<file path="config.mk">
export PLATFORM = sky130hd
export DESIGN_NAME = eth_hdr_parser
export DESIGN_NICKNAME = d
export VERILOG_FILES = /design/src/rtl/eth_pkg.sv /design/src/rtl/eth_hdr_capture.sv /design/src/rtl/eth_hdr_parser.sv
export SDC_FILE = /design/constraint.sdc
export NUM_CORES = 1
export LEC_CHECK = 0
export ABC_AREA = 1
export CORE_MARGIN = 4
export CORE_UTILIZATION = 45
export CTS_CLUSTER_DIAMETER = 150
export CTS_CLUSTER_SIZE = 40
export DETAILED_ROUTE_END_ITERATION = 7
export MAX_ROUTING_LAYER = met4
export PLACE_DENSITY_LB_ADDON = 0.25
export SYNTH_ARGS = -nofsm -noshare
export SYNTH_HDL_FRONTEND = slang
export SYNTH_SLANG_ARGS = --single-unit
</file>
<file path="constraint.sdc">
create_clock -name clk -period 1.3 [get_ports clk]
set_clock_uncertainty 0.05 [all_clocks]
set_input_delay 0.13 -clock clk [delete_from_list [all_inputs] [get_ports clk]]
set_output_delay 0.13 -clock clk [all_outputs]
set_load 0.005 [all_outputs]
</file>
<file path="src/rtl/eth_pkg.sv">
// Shared types and constants for the Ethernet L2 header parser.
// Optional VLAN parsing is enabled by defining ETH_HDR_PARSER_VLAN_EN.
package eth_pkg;

  localparam int          ETH_HDR_LEN      = 14;
  localparam int          ETH_VLAN_HDR_LEN = 18;
  localparam logic [15:0] ETHERTYPE_VLAN   = 16'h8100;

  typedef enum logic [1:0] {
    S_HDR     = 2'd0,
    S_HDR_OUT = 2'd1,
    S_PAYLOAD = 2'd2
  } parser_state_t;

  typedef struct packed {
    logic [47:0] dst_mac;
    logic [47:0] src_mac;
    logic [15:0] ethertype;
    logic        vlan;
    logic [15:0] vlan_tci;
  } eth_hdr_t;

endpackage

</file>
<file path="src/rtl/eth_hdr_capture.sv">
// Header shift register, byte counter and field slicing.
// Emits done/runt strobes in the cycle the deciding byte is accepted.
// With ETH_HDR_PARSER_VLAN_EN defined, an 0x8100 TPID extends the header by 4 bytes.
module eth_hdr_capture
  import eth_pkg::*;
(
  input  logic       clk,
  input  logic       rst,
  input  logic       beat_en,
  input  logic [7:0] beat_data,
  input  logic       beat_last,
  input  logic       beat_err,
  output logic       done,
  output logic       runt,
  output logic       no_payload,
  output logic       hdr_err,
  output eth_hdr_t   hdr
);

`ifdef ETH_HDR_PARSER_VLAN_EN
  localparam int SR_BYTES = ETH_VLAN_HDR_LEN;
`else
  localparam int SR_BYTES = ETH_HDR_LEN;
`endif
  localparam int SR_W = 8 * SR_BYTES;

  logic [SR_W-1:0] sr_q, sr_d;
  logic [4:0]      cnt_q, cnt_d;
  logic            err_q, err_d;
  logic            final_s;

`ifdef ETH_HDR_PARSER_VLAN_EN
  logic vlan_q, vlan_d;
  logic is_tpid_s;

  // Bytes 12..13 form the TPID candidate while byte 13 is on the bus.
  assign is_tpid_s = ({sr_q[7:0], beat_data} == ETHERTYPE_VLAN);
  // Byte 13 ends an untagged header; bytes 14..17 only exist for tagged frames.
  assign final_s   = ((cnt_q == 5'd13) && !is_tpid_s) || (cnt_q == 5'd17);
`else
  // Without tag support every header is exactly 14 bytes.
  assign final_s   = (cnt_q == 5'd13);
`endif

  // Shift accepted header bytes in and decide done / runt on each beat.
  always_comb begin
    sr_d       = sr_q;
    cnt_d      = cnt_q;
    err_d      = err_q;
    done       = 1'b0;
    runt       = 1'b0;
    no_payload = 1'b0;
`ifdef ETH_HDR_PARSER_VLAN_EN
    vlan_d     = vlan_q;
`endif
    if (beat_en) begin
      sr_d  = {sr_q[SR_W-9:0], beat_data};
      // Byte 0 restarts the error accumulation for the new frame.
      err_d = (cnt_q == 5'd0) ? beat_err : (err_q | beat_err);
`ifdef ETH_HDR_PARSER_VLAN_EN
      if (cnt_q == 5'd13) begin
        vlan_d = is_tpid_s;
      end else begin
        vlan_d = vlan_q;
      end
`endif
      if (final_s) begin
        done       = 1'b1;
        no_payload = beat_last;
        cnt_d      = 5'd0;
      end else if (beat_last) begin
        runt  = 1'b1;
        cnt_d = 5'd0;
      end else begin
        cnt_d = cnt_q + 5'd1;
      end
    end else begin
      sr_d  = sr_q;
      cnt_d = cnt_q;
    end
  end

  // Capture state registers.
  always_ff @(posedge clk) begin
    if (rst) begin
      sr_q   <= '0;
      cnt_q  <= 5'd0;
      err_q  <= 1'b0;
`ifdef ETH_HDR_PARSER_VLAN_EN
      vlan_q <= 1'b0;
`endif
    end else begin
      sr_q   <= sr_d;
      cnt_q  <= cnt_d;
      err_q  <= err_d;
`ifdef ETH_HDR_PARSER_VLAN_EN
      vlan_q <= vlan_d;
`endif
    end
  end

  assign hdr_err = err_q;

  // Slice fields; the first wire byte sits in the most significant position.
  always_comb begin
    hdr.dst_mac   = sr_q[111:64];
    hdr.src_mac   = sr_q[63:16];
    hdr.ethertype = sr_q[15:0];
    hdr.vlan      = 1'b0;
    hdr.vlan_tci  = 16'h0000;
`ifdef ETH_HDR_PARSER_VLAN_EN
    if (vlan_q) begin
      hdr.dst_mac   = sr_q[143:96];
      hdr.src_mac   = sr_q[95:48];
      hdr.ethertype = sr_q[15:0];
      hdr.vlan      = 1'b1;
      hdr.vlan_tci  = sr_q[31:16];
    end else begin
      hdr.vlan      = 1'b0;
    end
`endif
  end

endmodule

</file>
<file path="src/rtl/eth_hdr_parser.sv">
// Ethernet L2 header parser: captures dst/src MAC and EtherType from a byte
// stream, offers them on a valid/ready header channel, then forwards the payload
// through a one-entry registered AXI-Stream output.
// Optional macro: ETH_HDR_PARSER_VLAN_EN (802.1Q tag parsing, hdr_vlan/hdr_vlan_tci ports).
module eth_hdr_parser
  import eth_pkg::*;
#(
  parameter int DATA_WIDTH = 8,
  parameter int USER_WIDTH = 1
) (
  input  logic                  clk,
  input  logic                  rst,
  input  logic [DATA_WIDTH-1:0] s_tdata,
  input  logic                  s_tvalid,
  input  logic                  s_tlast,
  input  logic [USER_WIDTH-1:0] s_tuser,
  output logic                  s_tready,
  output logic [47:0]           hdr_dst_mac,
  output logic [47:0]           hdr_src_mac,
  output logic [15:0]           hdr_ethertype,
  output logic                  hdr_no_payload,
  output logic                  hdr_err,
  output logic                  hdr_valid,
  input  logic                  hdr_ready,
  output logic [DATA_WIDTH-1:0] m_tdata,
  output logic                  m_tvalid,
  output logic                  m_tlast,
  output logic [USER_WIDTH-1:0] m_tuser,
  input  logic                  m_tready,
  output logic                  err_runt
`ifdef ETH_HDR_PARSER_VLAN_EN
  ,
  output logic                  hdr_vlan,
  output logic [15:0]           hdr_vlan_tci
`endif
);

  generate
    if (DATA_WIDTH != 8) begin : g_bad_width
      $error("eth_hdr_parser supports DATA_WIDTH=8 only");
    end
  endgenerate

  parser_state_t         state_q, state_d;
  logic                  hdr_valid_q, hdr_valid_d;
  logic                  no_payload_q, no_payload_d;
  logic                  err_runt_q, err_runt_d;
  logic                  m_tvalid_q, m_tvalid_d;
  logic [DATA_WIDTH-1:0] m_tdata_q, m_tdata_d;
  logic                  m_tlast_q, m_tlast_d;
  logic [USER_WIDTH-1:0] m_tuser_q, m_tuser_d;
  logic                  s_tready_s;
  logic                  pay_load_s;
  logic                  cap_beat_en_s;
  logic                  cap_done_s, cap_runt_s, cap_no_payload_s, cap_err_s;
  eth_hdr_t              cap_hdr_s;

  // Header bytes are only consumed while collecting; S_HDR is always ready.
  assign cap_beat_en_s = (state_q == S_HDR) && s_tvalid;

  eth_hdr_capture u_capture (
    .clk        (clk),
    .rst        (rst),
    .beat_en    (cap_beat_en_s),
    .beat_data  (s_tdata[7:0]),
    .beat_last  (s_tlast),
    .beat_err   (s_tuser[0]),
    .done       (cap_done_s),
    .runt       (cap_runt_s),
    .no_payload (cap_no_payload_s),
    .hdr_err    (cap_err_s),
    .hdr        (cap_hdr_s)
  );

  // Frame-level FSM: next state, ingress ready and header-channel control.
  always_comb begin
    state_d      = state_q;
    hdr_valid_d  = hdr_valid_q;
    no_payload_d = no_payload_q;
    err_runt_d   = 1'b0;
    s_tready_s   = 1'b0;
    case (state_q)
      S_HDR: begin
        s_tready_s = 1'b1;
        err_runt_d = cap_runt_s;
        if (cap_done_s) begin
          state_d      = S_HDR_OUT;
          hdr_valid_d  = 1'b1;
          no_payload_d = cap_no_payload_s;
        end else begin
          state_d = S_HDR;
        end
      end
      S_HDR_OUT: begin
        s_tready_s = 1'b0;
        if (hdr_valid_q && hdr_ready) begin
          hdr_valid_d = 1'b0;
          state_d     = no_payload_q ? S_HDR : S_PAYLOAD;
        end else begin
          hdr_valid_d = 1'b1;
        end
      end
      S_PAYLOAD: begin
        s_tready_s = !m_tvalid_q || m_tready;
        if (s_tvalid && s_tready_s && s_tlast) begin
          state_d = S_HDR;
        end else begin
          state_d = S_PAYLOAD;
        end
      end
      default: begin
        state_d     = S_HDR;
        hdr_valid_d = 1'b0;
      end
    endcase
  end

  assign pay_load_s = (state_q == S_PAYLOAD) && s_tvalid && s_tready_s;

  // One-entry payload register: load on accept, otherwise drain on m_tready.
  always_comb begin
    m_tvalid_d = m_tvalid_q;
    m_tdata_d  = m_tdata_q;
    m_tlast_d  = m_tlast_q;
    m_tuser_d  = m_tuser_q;
    if (pay_load_s) begin
      m_tvalid_d = 1'b1;
      m_tdata_d  = s_tdata;
      m_tlast_d  = s_tlast;
      m_tuser_d  = s_tuser;
    end else if (m_tready) begin
      m_tvalid_d = 1'b0;
    end else begin
      m_tvalid_d = m_tvalid_q;
    end
  end

  // Top-level state and output registers.
  always_ff @(posedge clk) begin
    if (rst) begin
      state_q      <= S_HDR;
      hdr_valid_q  <= 1'b0;
      no_payload_q <= 1'b0;
      err_runt_q   <= 1'b0;
      m_tvalid_q   <= 1'b0;
      m_tdata_q    <= '0;
      m_tlast_q    <= 1'b0;
      m_tuser_q    <= '0;
    end else begin
      state_q      <= state_d;
      hdr_valid_q  <= hdr_valid_d;
      no_payload_q <= no_payload_d;
      err_runt_q   <= err_runt_d;
      m_tvalid_q   <= m_tvalid_d;
      m_tdata_q    <= m_tdata_d;
      m_tlast_q    <= m_tlast_d;
      m_tuser_q    <= m_tuser_d;
    end
  end

  assign s_tready       = s_tready_s;
  assign hdr_dst_mac    = cap_hdr_s.dst_mac;
  assign hdr_src_mac    = cap_hdr_s.src_mac;
  assign hdr_ethertype  = cap_hdr_s.ethertype;
  assign hdr_no_payload = no_payload_q;
  assign hdr_err        = cap_err_s;
  assign hdr_valid      = hdr_valid_q;
  assign m_tdata        = m_tdata_q;
  assign m_tvalid       = m_tvalid_q;
  assign m_tlast        = m_tlast_q;
  assign m_tuser        = m_tuser_q;
  assign err_runt       = err_runt_q;

`ifdef ETH_HDR_PARSER_VLAN_EN
  assign hdr_vlan     = cap_hdr_s.vlan;
  assign hdr_vlan_tci = cap_hdr_s.vlan_tci;
`else
  // Tag fields are constant zero when tag parsing is not built in.
  logic unused_vlan_s;
  assign unused_vlan_s = ^{cap_hdr_s.vlan, cap_hdr_s.vlan_tci};
`endif

endmodule

</file>
==> results of run 1 <==
-- final timing paths --
check	start	to	slack (ps)
worst max-delay path	state_q[0]	s_tready	20
worst min-delay path	s_tdata[2]	m_tdata[2]	210
worst max register to register	state_q[1]	u_capture.sr_q[6]	50
worst min register to register	u_capture.sr_q[110]	u_capture.sr_q[110]	430
-- metal layers --
layer / global-route usage / up-vias / wire, um
met2: 0.3482 / 114 / 6372
li1: - / 2305 / -
met5: - / - / 0
met4: 0.06164 / 0 / 81
met3: 0.06168 / 6 / 677
met1: 0.2339 / 2136 / 5427
-- metrics by stage --
| stage | cell area (um^2) | TNS, ps | std cells | setup slack, ps | hold slack (ps) |
|---|---|---|---|---|---|
| 6_report | 7194 | 0 | 927 | 21.96 | 210.9 |
| 5_1_grt | 7194 | -131.9 | 927 | -53.23 | 213.9 |
| 4_1_cts | 7018 | -1.260 | 914 | -1.260 | 194.9 |
| 3_5_place_dp | 6441 | -21810 | 879 | -215.0 | 421.1 |
| 3_3_place_gp | 6441 | -20180 | 879 | -185.3 | 416.7 |
| 2_1_floorplan | 4796 | 0 | 616 | 99.85 | 227.3 |
-- flip-flops by register name, indices dropped and copies added (netlist names) --
| signal | flops |
|---|---|
| m_tvalid | 1 |
| hdr_valid | 1 |
| hdr_no_payload | 1 |
| m_tuser | 1 |
| u_capture.hdr_err | 1 |
| err_runt | 1 |
| m_tdata | 8 |
| m_tlast | 1 |
| u_capture.cnt_q | 5 |
| state_q | 2 |
| u_capture.sr_q | 112 |
-- power by group --
| group | internal, mW | switching [mW] |
|---|---|---|
| logic | 0.525 | 0.512 |
| clock network | 2.94 | 1.79 |
| registers | 4.38 | 0.168 |
-- cell type report --
cell class,instances,area share
flip-flops and latches,134,0.3901
multi-input cells,430,0.2609
repair buffers,182,0.2339
clock buffers,18,0.05809
clock inverters,14,0.02435
well taps,136,0.02365
inverters,13,0.009043
-- what timing repair did --
item                       CTS  global route
gates cloned                 0             0
buffers inserted             3            13
pin swaps                    1             1
resized for setup          228           115
setup endpoints to repair  140           135
-- logic make-up after synthesis --
kind of cell    after synthesis
fa+ha+maj                     3
flops                       134
simple gates                294
buf+inv                      52
compound gates              133
-- placed cells by master (no fill, tap or decap), types with 6 or more instances in the layout --
master and count:
inv_1 10, buf_12 6, nand3_1 8, dfxtp_2 99, clkbuf_16 16, o21ai_1 16, a21oi_1 7, nand2_1 29
clkdlybuf4s50_1 14, clkbuf_2 14, dlygate4sd2_1 51, buf_4 32, dfxtp_1 35, clkdlybuf4s15_1 61, nor2_1 246, o21ai_0 107
-- worst max-delay path, stage by stage (launching register included) --
cell	delay [ps]
dfxtp_2	350
a31oi_1	130
buf_2	130
==> impl_metrics.tcl, run 1 <==
set metrics [dict create \
    crit_path_end_kind "primary output" \
    final_util 0.6938 \
    syn-num-nets 634 \
    grt_first_pass_wirelength_um 20630 \
    drc 0 \
    reg2reg_depth 5 \
    worstSetupPathType "flop to primary output" \
    fmax_mhz 782.4 \
    io_pins 143 \
    drive_gt1_frac 0.2503 \
    crit_path_max_fanout 4 \
    dieArea_um2 12370 \
    finalHoldViolations 0 \
    grt_pass1_vias 4467 \
    synth_compound_area_frac 0.1393 \
    worstHoldPathType "input port to flop" \
    grt_overflow 0 \
    p_per_area_nw_per_um2 1434 \
    worst_pin_slew_ps 268.1 \
    required_ps 1120 \
    fillers 888 \
    synth_area_leaders "dfxtp_1 56%, nor2_1 19%, o21ai_0 12%, nand2_1 2.3%, buf_2 1.6%" \
    synth_top_area_share 0.5594 \
    numCtsBuffers 17 \
    fin_crit_ps 1278 \
    synth_cell_types 23 \
    seqCellArea_um2 2806 \
    multiInputGateArea_um2 1877 \
    clk_path_buf_depth 2 \
    synthMuxAreaShare 0 \
    die_y_um 111.2 \
    p_leak_nw 3.232 \
    gp_congestion 0.8430 \
    grtUsageTotal 0.2052 \
    dp_hpwl_um 8511 \
    port_buffers 142 \
    synth_seq_cells 134 \
    initialDrtViolationCount 299 \
    cp_data_arrival_time_ps 1100 \
    grt_max_degree 65 \
    synth.yosys.warnings 0 \
    fin_nets 796 \
    syn_area_per_cell_um2 7.785 \
    setup_violations 0 \
    vias 4561 \
    crit_path_start_kind "flop" \
    total_power_mw 10.32 \
    synth_xor_area_frac 0 \
    clkLatencyLatePin_ps 500 \
    fp-row-count 37 \
    antenna_found_initial 0 \
    synthArstFlopShare 0 \
    cts-root-buf "clkbuf_8" \
    ctsHoldBuffers 0 \
    ys_seq_area_frac 0.5594 \
    synth_adder_area_share 0.007827 \
    ant_nets 0 \
    vdd.ir_drop.worst_mv 1.038 \
    synth_ff_type "dfxtp_1" \
    yosysMostFrequentCell "nor2_1" \
    synth-simple-area-share 0.2382 \
    report.final.slew_viol_count 0 \
    initial_core_util 0.4625 \
    synth_top_family_by_area "simple AND/OR/NAND/NOR gates" \
    mappedNetlistArea_um2 4796 \
    rsz0062_at_grt "yes" \
    synthTopCellsByCount "249 x nor2_1, 134 x dfxtp_1, 115 x o21ai_0" \
    cts_sinks 134 \
    wire_per_inst_um 13.55 \
    core_um2 10370 \
    synthCells 616 \
    diodes 0 \
    totalWireLength_um 12560 \
    via_per_inst 4.920 \
    syn_to_final_growth_pct 50.01 \
    min_path_cells 3 \
    cap_viol_max_count 0 \
    die_w_um 111.2 \
    cts_max_level 4 \
    clkTransAtPathRegs_ps 60 \
    cts_tree "done" \
    drt_pass1_iterations 5 \
    status "finished clean" \
    netlist.top_cell.by_area "dfxtp_1" \
    slew_headroom 0.8213 \
    min_period_over_period 0.9831 \
    synth_edf_count 0 \
]
(Power assumes the default switching activity.)
==> run 2: changes to the inputs <==
Settings changed: CORE_UTILIZATION 45 to 47.
==> run 2 against run 1 <==
Against the previous run: sequential power is essentially flat; clock power is 1% higher; register-to-register slack worse by 30 ps; hold slack worse by 12 ps; fmax down 0.24%; largest power group unchanged.
==> impl_metrics.tcl, run 2 (synthesis results as in run 1) <==
set metrics [dict create \
    critPathSlowestCell "dfxtp_2" \
    fillers 765 \
    die_y_um 109.0 \
    drc 0 \
    crit_path_max_fanout 25 \
    clkTransAtPathRegs_ps 60 \
    cts_sinks 134 \
    cts_max_level 4 \
    clkLatencyLatePin_ps 490 \
    final_cell_mix "247 x nor2_1, 93 x dlygate4sd2_1, 89 x dfxtp_2, 68 x o21ai_0, 52 x o21ai_1" \
    fin_nets 796 \
    worstSetupPathType "flop to flop" \
    slew_headroom 0.8217 \
    largest_register_ff_count 112 \
    vias 4603 \
    cpMostUsedCell "nor2_1" \
    r2r-start "state_q[1]" \
    cts-root-buf "clkbuf_8" \
    crit_path_start_kind "flop" \
    crit_path_end_kind "flop" \
    fp-row-count 36 \
    grt_overflow 0 \
    p_leak_nw 3.387 \
    cp_slowest_stage_delay_ps 340 \
    cap_viol_max_count 0 \
    totalWireLength_um 13010 \
    finalHoldViolations 0 \
    drive_gt1_frac 0.2326 \
    initial_core_util 0.4862 \
    crit_family "simple AND/OR/NAND/NOR gates" \
    ant_nets 0 \
    antenna_found_initial 0 \
    cp_num_buf_inv 2 \
    reg2reg_depth 6 \
    r2r_slack_ps 20 \
    diodes 0 \
    p_per_area_nw_per_um2 1441 \
    min_path_cells 3 \
    fmax_mhz 780.6 \
    drt_pass1_iterations 4 \
    dpl_worst_slack_ps -232.1 \
    gp_congestion 0.8606 \
    wire_per_inst_um 14.08 \
    setup_violations 0 \
    via_per_inst 4.982 \
    port_buffers 142 \
    holdPathEnd "u_capture.hdr_err" \
    required_ps 1650 \
    grt_first_pass_wirelength_um 20140 \
    clk_path_buf_depth 2 \
    worstHoldPathType "input port to flop" \
    die_w_um 109.0 \
    syn_to_final_growth_pct 50.40 \
    setup_ws_ps 18.95 \
    numCtsBuffers 17 \
    grt_max_degree 66 \
    final_common_cell "nor2_1" \
    path_cells "nor2_4 > nand2_4 > inv_6 > buf_16 > nor2_1 > nor2_1" \
    rsz0062_at_grt "yes" \
    final_util 0.7312 \
    status "finished clean" \
    initialDrtViolationCount 155 \
    cp_data_arrival_time_ps 1630 \
    r2r_end "u_capture.sr_q[46]" \
    worst_pin_slew_ps 267.4 \
    min_from "s_tuser" \
    fin_crit_ps 1281 \
    dieArea_um2 11880 \
    grtUsageTotal 0.2183 \
    cts_tree "done" \
    ctsHoldBuffers 0 \
    min_period_over_period 0.9854 \
    grt_pass1_vias 4314 \
    dp_hpwl_um 8472 \
    core_um2 9864 \
    vdd.ir_drop.worst_mv 0.8871 \
    top_register "u_capture.sr_q" \
    report.final.slew_viol_count 0 \
    io_pins 143 \
]
## run 2: cell count changes in the layout (fill, tap and decap cells not counted), sizes merged
cell	previous run	this run
clkinvlp	4	1
inv	14	15
buf	41	39
dlygate4sd2	51	93
clkbuf	32	31
clkinv	6	7
clkdlybuf4s15	62	24
## run 2: where the power goes
| part | switching [mW] | leakage (nW) | internal (mW) |
|---|---|---|---|
| logic | 0.532 | 1.96 | 0.540 |
| registers | 0.170 | 1.14 | 4.38 |
| clock network | 1.78 | 0.293 | 3.00 |
## run 2: worst min-delay path: stages
cell	delay, ps
clkdlybuf4s50_1	420
nand2_1	90
a21oi_1	60
## run 2: final cells by class
| cell class | instances | area [um^2] | area share |
|---|---|---|---|
| sequential | 134 | 2798 | 0.3879 |
| inverter | 13 | 53.80 | 0.007459 |
| clock inverter | 13 | 168.9 | 0.02342 |
| multi-input combinational | 430 | 1877 | 0.2602 |
| timing repair buffer | 182 | 1718 | 0.2382 |
| tap | 133 | 166.4 | 0.02307 |
| clock buffer | 19 | 431.7 | 0.05984 |
## run 2: worst max path at each step
stage / startpoint / to / slack [ps] / cells past startpoint
finish: state_q[1] / u_capture.sr_q[46] / 20 / 6
global route: state_q[1] / m_tdata[1] / -60 / 6
CTS: state_q[1] / s_tready / -20 / 2
detailed placement: s_tvalid / m_tuser / -230 / 6
global placement: s_tvalid / m_tdata[0] / -190 / 6
floorplan: u_capture.cnt_q[0] / u_capture.cnt_q[0] / 100 / 6
## run 2: what timing repair did
action / in CTS / in global routing
buffers inserted: 8 / 2
resized for setup: 216 / 110
setup endpoints to repair: 144 / 154
pin swaps: 0 / 2
cloned: 0 / 2
## run 2: stage by stage
step / total power [mW] / area, um^2 / std cells / hold WS, ps / TNS, ps
after global routing: 10.83 / 7213 / 924 / 201.5 / -660.0
after floorplan: 5.047 / 4796 / 616 / 227.3 / 0
after global placement: 5.704 / 6492 / 880 / 413.1 / -12780
after detailed placement: 5.732 / 6492 / 880 / 419.3 / -18270
after CTS: 10.41 / 7094 / 920 / 166.6 / -15.71
final: 10.40 / 7213 / 924 / 198.5 / 0
## run 2: metal layers
layer | routed length (um) | track usage | up-vias
met4 | 218 | 0.07484 | 0
li1 | - | - | 2315
met3 | 651 | 0.05092 | 24
met5 | 0 | - | -
met2 | 6656 | 0.3702 | 126
met1 | 5481 | 0.2538 | 2138
